**config.mk**
```make
export PLATFORM = sky130hd
export DESIGN_NAME = evt_burst_gen
export DESIGN_NICKNAME = d
export VERILOG_FILES = /design/src/rtl/evt_burst_gen.sv
export SDC_FILE = /design/constraint.sdc
export NUM_CORES = 1
export LEC_CHECK = 0
export ABC_AREA = 0
export ABC_CLOCK_PERIOD_IN_PS = 9200
export BUFFER_PORTS_ARGS = -buffer_cell sky130_fd_sc_hd__buf_2
export CORE_ASPECT_RATIO = 0.6
export CORE_MARGIN = 8
export CORE_UTILIZATION = 43
export CTS_BUF_LIST = sky130_fd_sc_hd__clkbuf_16
export CTS_CLUSTER_DIAMETER = 60
export DETAILED_ROUTE_END_ITERATION = 8
export SYNTH_ARGS = -nofsm -noshare
export SYNTH_HDL_FRONTEND = slang
export SYNTH_SLANG_ARGS = --single-unit
```
**constraint.sdc**
```tcl
create_clock -name clk_in -period 9.2 [get_ports clk_in]
set_clock_uncertainty 0.15 [all_clocks]
set_input_delay 1.38 -clock clk_in [delete_from_list [all_inputs] [get_ports clk_in]]
set_output_delay 1.38 -clock clk_in [all_outputs]
set_load 0.01 [all_outputs]
```
**src/rtl/evt_burst_gen.sv**
```systemverilog
// Programmable event-pulse burst source: N single-cycle pulses spaced P cycles apart,
// followed by a one-cycle done pulse. All outputs are registered.
//
// state | meaning
// IDLE  | waiting for start_in; sent_out holds the last burst's count
// RUN   | burst in progress; timer counts down to the next pulse
// DONE  | done_out high for this single cycle, start_in ignored
module evt_burst_gen #(
   parameter int COUNT_WIDTH  = 16,
   parameter int PERIOD_WIDTH = 16
) (
   input  logic                    clk_in,
   input  logic                    rst_in,
   input  logic                    start_in,
   input  logic [PERIOD_WIDTH-1:0] period_in,
   input  logic [COUNT_WIDTH-1:0]  num_in,
   input  logic                    abort_in,
   output logic                    evt_out,
   output logic                    busy_out,
   output logic                    done_out,
   output logic [COUNT_WIDTH-1:0]  sent_out
);

   typedef enum logic [1:0] {
      IDLE = 2'd0,
      RUN  = 2'd1,
      DONE = 2'd2
   } state_t;

   localparam logic [COUNT_WIDTH-1:0]  C_ONE = 1;
   localparam logic [PERIOD_WIDTH-1:0] P_ONE = 1;

   state_t                  r_state;
   logic [PERIOD_WIDTH-1:0] r_period_m1;
   logic [PERIOD_WIDTH-1:0] r_timer;
   logic [COUNT_WIDTH-1:0]  r_remain;
   logic [COUNT_WIDTH-1:0]  r_sent;
   logic                    r_evt;
   logic                    r_busy;
   logic                    r_done;

   // A zero period is treated as one, so the reload value bottoms out at zero.
   logic [PERIOD_WIDTH-1:0] w_period_m1;
   assign w_period_m1 = (period_in == '0) ? '0 : (period_in - P_ONE);

   always_ff @(posedge clk_in) begin
      if (!rst_in) begin
         r_state     <= IDLE;
         r_period_m1 <= '0;
         r_timer     <= '0;
         r_remain    <= '0;
         r_sent      <= '0;
         r_evt       <= 1'b0;
         r_busy      <= 1'b0;
         r_done      <= 1'b0;
      end else begin
         case (r_state)
            IDLE: begin
               r_evt  <= 1'b0;
               r_done <= 1'b0;
               if (start_in) begin
                  if (num_in != '0) begin
                     r_period_m1 <= w_period_m1;
                     r_timer     <= w_period_m1;
                     r_remain    <= num_in - C_ONE;
                     r_sent      <= C_ONE;
                     r_evt       <= 1'b1;
                     r_busy      <= 1'b1;
                     r_state     <= RUN;
                  end else begin
                     r_sent  <= '0;
                     r_done  <= 1'b1;
                     r_state <= DONE;
                  end
               end
            end
            RUN: begin
               // Remaining count reaches zero only once the final pulse is out.
               if (abort_in || (r_remain == '0)) begin
                  r_evt   <= 1'b0;
                  r_busy  <= 1'b0;
                  r_done  <= 1'b1;
                  r_state <= DONE;
               end else if (r_timer == '0) begin
                  r_evt    <= 1'b1;
                  r_sent   <= r_sent + C_ONE;
                  r_remain <= r_remain - C_ONE;
                  r_timer  <= r_period_m1;
               end else begin
                  r_evt   <= 1'b0;
                  r_timer <= r_timer - P_ONE;
               end
            end
            DONE: begin
               r_evt   <= 1'b0;
               r_busy  <= 1'b0;
               r_done  <= 1'b0;
               r_state <= IDLE;
            end
            default: begin
               r_evt   <= 1'b0;
               r_busy  <= 1'b0;
               r_done  <= 1'b0;
               r_state <= IDLE;
            end
         endcase
      end
   end

   assign evt_out  = r_evt;
   assign busy_out = r_busy;
   assign done_out = r_done;
   assign sent_out = r_sent;

endmodule

```
==> metrics.txt <==
root buffer cell clkbuf_16; CP Launch Type primary input; cts bufs inserted 9; # setup viols final 0; Critical Path, Cell by Cell buf_2 > nor3_1 > nand3_1 > nor2_1 > nor2_1 > a211oi_1 > nor2_1; Worst Hold End r_period_m1[10]; Distinct cells, synth 62; Setup Crit Path Kind in2reg; Placed Instance Area 4778 sq um; Worst EP arrival 3.55 ns; GRT Util Overall 19.35%; Synth Net Count 621; #FFs+latches synth 69; CP most frequent cell nor2_1; Worst path max stage delay 0.71 ns; Final Wtd Congestion 0.9247; Final Power 0.9645 mW; Synth Area in XOR/XNOR 5.922%; Congestion Overflow GR 0; critical path's top delay family simple AND/OR/NAND/NOR gates; VDD IR max 0.1080 mV; Max Freq 287.2 MHz; final hold violations 0; multiplexer share of the synthesized area 2.764%; ys async rst share 0%; Pleak 1.925 nW; PostCTS Resize Cnt 0; flop2flop setup slack 6.04 ns; Final min period 3.482 ns; post-cts hold buffer count 0; initial antenna violation count 0; post-CTS setup buffer count 0; Initial Utilization 44.59%; core area 9950 sq um; Mapped Cells 580; syn avg cell area 7.650 sq um; Buffers on Ports 54; part of the cycle the worst path needs 37.84%; Levels on crit path 7; CP Capture Type flip-flop; TritonCTS clock tree yes; PwrDens 188.5 nW/um^2; Sink Count 69; number of global-route vias before repair 4177; post-synthesis compound-gate area fraction 25.24%; Routed wire per std cell 17.67 um; DRT iter0 DRCs 362; nets 658; Antenna Cells 0; synth top area cells dfxtp_1 (31%), nor2_1 (6.7%), nand2_1 (5.5%); Hold Path Class reg2reg; FF-to-FF End r_remain[12]; utilization after layout 51.43%; most used flip-flop cell after synthesis dfxtp_1; drt total wl 13380 um; DR pass1 iterations 4; Area growth syn-to-layout 15.34%; vias 4507; first-pass GRT wire length 21910 um; number of synthesized flops with an enable pin 0; Filler Cell Count 991; R2R depth 9; top cell type by total area after synthesis dfxtp_1; CP Max Fanout 12; max-cap viol count 0; hold path startpoint r_period_m1[10]; status completed; max-slew violation count 0; Synth top cells by count nor2_1 (79), dfxtp_1 (69), nand2_1 (65); Max Root-Sink Buffers 2; Req. time, crit path 9.27 ns; number of H-tree levels 3; Buf+Inv Stages, Crit Path 1; design area 5117 sq um; Reg clk slew, reported paths 0.06 ns; cell with the most instances after synthesis nor2_1; DRT antenna net count 0; setup TNS 0 ns; Ys Warns 0; die area 13930 sq um; Rows 28; die span in x 147.1 um; reg-to-reg startpoint r_state[1]; top-area cell type share of the netlist area 31.13%; Worst-Margin Slew 1.009 ns; layout cell share with drive strength beyond 1 15.92%; Die Y 94.68 um; Seq/Total Area, Yosys 31.13%; slew margin rel. 32.75%; Adder-Cell Fraction of Synth Area 1.410%; DR DRC count 0; post-synthesis simple-gate area fraction 29.16%; Hold Path Depth 2; Worst path slowest cell nor3_1; main combinational cell family by area after synthesis simple AND/OR/NAND/NOR gates; unrepaired setup endpoints after global routing false; pin count of the biggest net entering global routing 38; IO Pins 55; worst skew pair latency 0.33 ns; Synth Cell Area 4437 sq um; HPWL after detailed placement 9439 um; number of vias per cell 5.954
==> sequential cells by signal (all words and copies together) (netlist names) <==
register and cells:
done_out 1, r_state 2, r_timer 16, evt_out 1, r_remain 16, busy_out 1, r_period_m1 16, sent_out 16
==> worst max path at each step <==
stage | start | to | slack (ns)
2_1_floorplan | period_in[4] | r_timer[11] | 5.96
3_3_place_gp | period_in[8] | r_timer[11] | 5.45
3_5_place_dp | period_in[8] | r_timer[11] | 5.42
4_1_cts | period_in[8] | r_timer[11] | 5.76
5_1_grt | period_in[8] | r_timer[10] | 5.45
6_report | period_in[8] | r_timer[11] | 5.72
==> through the flow <==
stage,hold WS [ns],std cells,setup WS [ns]
floorplan,0.2787,580,5.960
detailed placement,0.2918,741,5.419
global placement,0.2894,741,5.448
finish,0.2979,757,5.718
global route,0.3160,757,5.451
CTS,0.2992,757,5.765
==> logic make-up after synthesis <==
group | Yosys count
mux | 12
xor+xnor | 30
fa+ha+maj | 5
compound gates | 162
buf+inv | 45
simple gates | 257
flops | 69
==> tightest hold or removal path, cell delays in order (launching register included) <==
cell     delay [ns]
dfxtp_1        0.30
nand2_1        0.05
a21oi_1        0.05
==> final cells by class <==
class | count | area [sq um] | area share [%]
clock inverters | 7 | 113.9 | 2.225
inverters | 10 | 37.54 | 0.7335
repair buffers | 61 | 322.8 | 6.308
flip-flops and latches | 69 | 1381 | 26.99
well taps | 135 | 168.9 | 3.301
clock buffers | 9 | 225.2 | 4.401
multi-input cells | 466 | 2868 | 56.04
==> power breakdown <==
part / switching [mW] / internal, mW / total [mW]
clock: 0.134 / 0.263 / 0.397
combinational: 0.136 / 0.0803 / 0.216
sequential: 0.0289 / 0.322 / 0.351
==> cell usage in the layout (no fill, tap or decap), types with 6 or more instances in the layout <==
master / instances
clkbuf_16: 9
buf_2: 54
or4_1: 6
a22oi_1: 8
a2111oi_2: 8
nand3_1: 21
and2_1: 7
dfxtp_1: 69
o21ai_0: 28
buf_4: 7
inv_1: 10
nand2_1: 65
a31oi_1: 11
nand4_1: 10
xnor2_1: 25
nor3_1: 28
nor4_1: 7
o211ai_1: 8
mux2i_1: 10
nor2_1: 79
a211oi_1: 17
a21oi_1: 47
==> metal layers <==
metal,GRT usage [%],up-vias,part of all wire (%)
li1,-,2213,-
met1,29.21,2085,51
met2,26.56,203,39
met3,5.110,6,9.5
met4,3.882,0,0.49
met5,0,-,0
(Power assumes the default switching activity.)
